===== src/rtl/mem_arbiter_rr_pkg.sv =====
// Shared types and default widths for the round-robin memory arbiter.
package arb_pkg;

  typedef enum logic [1:0] {
    IDLE = 2'd0,
    BUSY = 2'd1,
    DONE = 2'd2
  } arb_state_e;

  typedef enum logic {
    OP_READ  = 1'b0,
    OP_WRITE = 1'b1
  } arb_op_e;

  localparam int ARB_DEFAULT_NUM_PORTS = 2;
  localparam int ARB_DEFAULT_LINE_W    = 256;
  localparam int ARB_DEFAULT_ADDR_W    = 32;

endpackage


===== src/rtl/mem_arbiter_rr_picker.sv =====
// Combinational round-robin search: first set bit of mask at or after ptr, wrapping.
module rr_picker #(
  parameter int NUM_PORTS = 2,
  parameter int IDX_W     = 1
) (
  input  logic [NUM_PORTS-1:0] mask,
  input  logic [IDX_W-1:0]     ptr,
  output logic [IDX_W-1:0]     winner,
  output logic                 valid
);

  // Walk offsets from farthest to nearest so the nearest requester overwrites last.
  always_comb begin
    winner = '0;
    valid  = |mask;
    for (int off = NUM_PORTS - 1; off >= 0; off--) begin
      logic [IDX_W:0] sum;
      sum = {1'b0, ptr} + (IDX_W+1)'(off);
      if (sum >= (IDX_W+1)'(NUM_PORTS))
        sum = sum - (IDX_W+1)'(NUM_PORTS);
      if (mask[sum[IDX_W-1:0]])
        winner = sum[IDX_W-1:0];
    end
  end

endmodule


===== src/rtl/mem_arbiter_rr.sv =====
// N-port round-robin cacheline arbiter with a latched grant slot (IDLE/BUSY/DONE).
// Define MEM_ARB_WRITE_PRIO_EN to grant pending writes ahead of reads.
module mem_arbiter_rr
  import arb_pkg::*;
#(
  parameter int NUM_PORTS = ARB_DEFAULT_NUM_PORTS,
  parameter int LINE_W    = ARB_DEFAULT_LINE_W,
  parameter int ADDR_W    = ARB_DEFAULT_ADDR_W
) (
  input  logic                        clk,
  input  logic                        reset_n,
  input  logic [NUM_PORTS-1:0]        req_read,
  input  logic [NUM_PORTS-1:0]        req_write,
  input  logic [NUM_PORTS*ADDR_W-1:0] req_addr,
  input  logic [NUM_PORTS*LINE_W-1:0] req_wdata,
  output logic [NUM_PORTS-1:0]        req_resp,
  output logic [LINE_W-1:0]           req_rdata,
  output logic                        cache_read,
  output logic                        cache_write,
  output logic [ADDR_W-1:0]           cache_addr,
  output logic [LINE_W-1:0]           cache_wdata,
  input  logic                        cache_resp,
  input  logic [LINE_W-1:0]           cache_rdata
);

  localparam int IDX_W = (NUM_PORTS > 1) ? $clog2(NUM_PORTS) : 1;

  arb_state_e         state_reg;
  arb_op_e            op_reg;
  logic [IDX_W-1:0]   ptr_reg;
  logic [IDX_W-1:0]   ptr_next;
  logic [IDX_W-1:0]   grant_reg;
  logic [ADDR_W-1:0]  addr_reg;
  logic [LINE_W-1:0]  wdata_reg;

  logic [NUM_PORTS-1:0] req_any;
  logic [NUM_PORTS-1:0] pick_mask;
  logic [IDX_W-1:0]     winner;
  logic                 winner_valid;
  logic                 busy;
  logic                 done_now;

  assign req_any = req_read | req_write;

`ifdef MEM_ARB_WRITE_PRIO_EN
  // Any pending write narrows the search to writers so writebacks drain first.
  assign pick_mask = (|req_write) ? req_write : req_any;
`else
  assign pick_mask = req_any;
`endif

  rr_picker #(
    .NUM_PORTS (NUM_PORTS),
    .IDX_W     (IDX_W)
  ) u_picker (
    .mask   (pick_mask),
    .ptr    (ptr_reg),
    .winner (winner),
    .valid  (winner_valid)
  );

  generate
    if (NUM_PORTS == 1) begin : g_ptr_single
      assign ptr_next = '0;
    end else begin : g_ptr_multi
      assign ptr_next = (grant_reg == IDX_W'(NUM_PORTS - 1)) ? '0 : grant_reg + IDX_W'(1);
    end
  endgenerate

  always_ff @(posedge clk or negedge reset_n) begin
    if (!reset_n) begin
      state_reg <= IDLE;
      op_reg    <= OP_READ;
      ptr_reg   <= '0;
      grant_reg <= '0;
      addr_reg  <= '0;
      wdata_reg <= '0;
    end else begin
      case (state_reg)
        IDLE: begin
          if (winner_valid) begin
            grant_reg <= winner;
            op_reg    <= req_write[winner] ? OP_WRITE : OP_READ;
            addr_reg  <= req_addr[winner*ADDR_W +: ADDR_W];
            wdata_reg <= req_wdata[winner*LINE_W +: LINE_W];
            state_reg <= BUSY;
          end
        end
        BUSY: begin
          if (cache_resp) begin
            ptr_reg   <= ptr_next;
            state_reg <= DONE;
          end
        end
        DONE:    state_reg <= IDLE;
        default: state_reg <= IDLE;
      endcase
    end
  end

  assign busy     = (state_reg == BUSY);
  assign done_now = busy & cache_resp;

  assign cache_read  = busy & (op_reg == OP_READ);
  assign cache_write = busy & (op_reg == OP_WRITE);
  assign cache_addr  = busy ? addr_reg : '0;
  assign cache_wdata = busy ? wdata_reg : '0;
  assign req_rdata   = done_now ? cache_rdata : '0;

  generate
    for (genvar gi = 0; gi < NUM_PORTS; gi++) begin : g_resp
      assign req_resp[gi] = done_now & (grant_reg == IDX_W'(gi));
    end
  endgenerate

  // A port raising both read and write is a requester bug; it is served as a write.
  always_ff @(posedge clk) begin
    if (reset_n && state_reg == IDLE)
      assert (!(|(req_read & req_write)));
  end

endmodule


===== config.mk =====
export PLATFORM = sky130hd
export DESIGN_NAME = mem_arbiter_rr
export DESIGN_NICKNAME = d
export VERILOG_FILES = /design/src/rtl/mem_arbiter_rr_pkg.sv /design/src/rtl/mem_arbiter_rr_picker.sv /design/src/rtl/mem_arbiter_rr.sv
export SDC_FILE = /design/constraint.sdc
export NUM_CORES = 1
export LEC_CHECK = 0
export CAP_MARGIN = 20
export CORE_AREA = 2 2 534 536
export DETAILED_ROUTE_END_ITERATION = 6
export DIE_AREA = 0 0 536 538
export HOLD_SLACK_MARGIN = 0.1
export SLEW_MARGIN = 20
export SYNTH_ARGS = -nofsm -noshare
export SYNTH_HDL_FRONTEND = slang
export SYNTH_SLANG_ARGS = --single-unit

===== constraint.sdc =====
create_clock -name clk -period 4.1 [get_ports clk]
set_input_delay 0.82 -clock clk [delete_from_list [all_inputs] [get_ports clk]]
set_output_delay 0.82 -clock clk [all_outputs]
set_load 0.02 [all_outputs]

==> results.cfg <==
[synthesis]
synth_area_um2 = 18200
synth_cell_types = 27
syn_nets = 3137
yosys_warnings = 0
synth_seq_area_share = 0.404
synth-seq-cells = 293
postSynthAreaPerCell_um2 = 7.91
syn_inst = 2298

[clock_network]
clock-sinks = 293
clk_pin_slew_worst_paths_ns = 0.06
cts_tree = built
htree_levels = 2
insertion_delay_ns = 0.67
cts-root-buf = clkbuf_16
cts_resized = 0
clockBufferDepth = 3
cts_setup_buffers = 0
cts_buffers = 40
hold_buffers = 0

[worst_setup_path]
worstSetupStartpointType = register
cp_top_family = buffers and inverters
cp_max_fo = 61
crit_arrival_ns = 3.11
path_class = register to output port
required_ns = 3.28
end_kind = output port
path_cells = nor2b_4 -> buf_12 -> buf_12 -> and2_1 -> clkdlybuf4s50_1
cp_num_buf_inv = 3
max_stage_delay_ns = 0.85
crit_slowest_cell = clkdlybuf4s50_1
cpMostUsedCell = buf_12

[sta]
fin_crit_sh = 0.960
slew_headroom = 0.319
period_needed_ns = 3.93
rsz0062_at_grt = false
fin_ws_ns = 0.166
setup_viol = 0
tightestPinTransition_ns = 1.02
final.setup.tns_ns = 0
fin_skew_ns = 0.0247
finalHoldViolations = 0
drv_slew = 0
fin_hold_ws_ns = 0.173
fmax_ghz = 0.254

[drt]
drc_errors = 0
drt.antenna.violating_nets = 0
drtPass1Iterations = 5
drt_wl_total_mm = 238
vias_per_cell = 3.35
wl_per_cell_um = 32.0
vias = 24891
drt_iter0_drc = 1455

[grt]
grt_max_degree = 125
antenna_found_initial = 219
grt_pass1_vias = 23785
grtUsageTotal = 0.158
gr-total-overflow = 0
grt_pass1_wl_mm = 288

[placement]
pre_cts_ws_ns = 0.232
io_buffer_count = 1386
placed_area_um2 = 37900
hpwlAfterDp_mm = 209
place_congestion = 0.934
placed_cells_incl_taps = 7276

[floorplanning]
core-area_um2 = 283000
fp.dieH_um = 538
io_pins = 1387
die_w_um = 536
initial_core_util = 0.0641
design.die.area_um2 = 288000
row_count = 196

[cells_and_area]
largest_reg_flops = 256
final_util = 0.139
fin_nets = 4395
instances_no_fill = 7427
syn_to_final_growth_pct = 117
fin_area_um2 = 39500
drive_gt1_frac = 0.121

[power_and_ir_drop]
max-vdd-ir-drop_mv = 0.426
p_per_area_nw_per_um2 = 694
power.leakage_nw = 14.0
finalPower_mw = 27.4

[status]
outcome = complete, no violations

[min_path]
hp-class = primary input to asynchronous set/reset pin

[job]
cap_violations = 0
## cell usage after synthesis (all sizes together)
cell / count / area [um^2]
or4: 1 / 7.51
nor2: 6 / 30.0
a21o: 1 / 7.51
and2: 546 / 3420
nand2b: 1 / 6.26
and3b: 1 / 8.76
nand3: 288 / 1440
clkbuf: 228 / 857
o21ba: 1 / 10.0
nor3b: 1 / 7.51
or2: 2 / 12.5
a21oi: 289 / 1450
buf: 54 / 287
nand2: 2 / 7.51
o21ai: 290 / 1450
nor4: 1 / 6.26
a31oi: 288 / 1800
dfrtp: 293 / 7330
o31ai: 1 / 7.51
nor2b: 2 / 12.5
nor3: 1 / 5.00
o21bai: 1 / 7.51
## power by group
group          internal, mW  switching (mW)
clock                  2.26            1.63
combinational          7.04            11.1
sequential             4.40           0.937
total                  13.7            13.7
## cell type report
cell class                 instances  area [um^2]
clock buffer                      57         1140
timing repair buffer            1498        16100
clock inverter                    14          236
antenna                           80          200
multi-input combinational       1723         9740
tap                             3762         4710
sequential                       293         7330
fill                           32450       244000
## final timing paths
kind / end / depth (start not counted) / startpoint / slack (ns)
max: cache_wdata[194] / 5 / state_reg[0] / 0.17
min in group clk: wdata_reg[117] / 2 / wdata_reg[117] / 0.54
min reg2reg: wdata_reg[117] / 2 / wdata_reg[117] / 0.54
max reg2reg: wdata_reg[204] / 5 / state_reg[1] / 1.64
max in group asynchronous: addr_reg[28] / 2 / reset_n / 2.85
min: wdata_reg[194] / 1 / reset_n / 0.17
## placed cells by master, fill, tap and decap left out, types with 8 or more instances in the layout
cell type,count
buf_4,200
and2_1,546
a31oi_1,288
clkdlybuf4s50_1,1138
clkbuf_1,9
buf_12,159
clkbuf_16,40
o21ai_0,290
dfrtp_1,293
a21oi_1,289
diode_2,80
nand3_1,288
clkbuf_8,8
## worst register-to-register path, stage by stage (launching register included)
cell	delay [ns]
dfrtp_1	0.50
or2_2	0.38
nor2_4	0.54
buf_12	0.26
buf_12	0.36
a31oi_1	0.29
## per-layer routing
| metal | global-route usage | share of wire |
|---|---|---|
| met4 | 0.0476 | 0.032 |
| met2 | 0.253 | 0.45 |
| met1 | 0.182 | 0.38 |
| met5 | 0 | 0.0050 |
| met3 | 0.0781 | 0.13 |
## kinds of logic (layout without fill, tap and decap cells)
kind of cell,after synthesis,after routing,share of synthesized area
simple gates,852,852,0.273
compound gates,871,871,0.260
buf+inv,282,1569,0.0629
other cells,0,80,0
flops,293,293,0.404
Power figures use the tool's default switching activity.
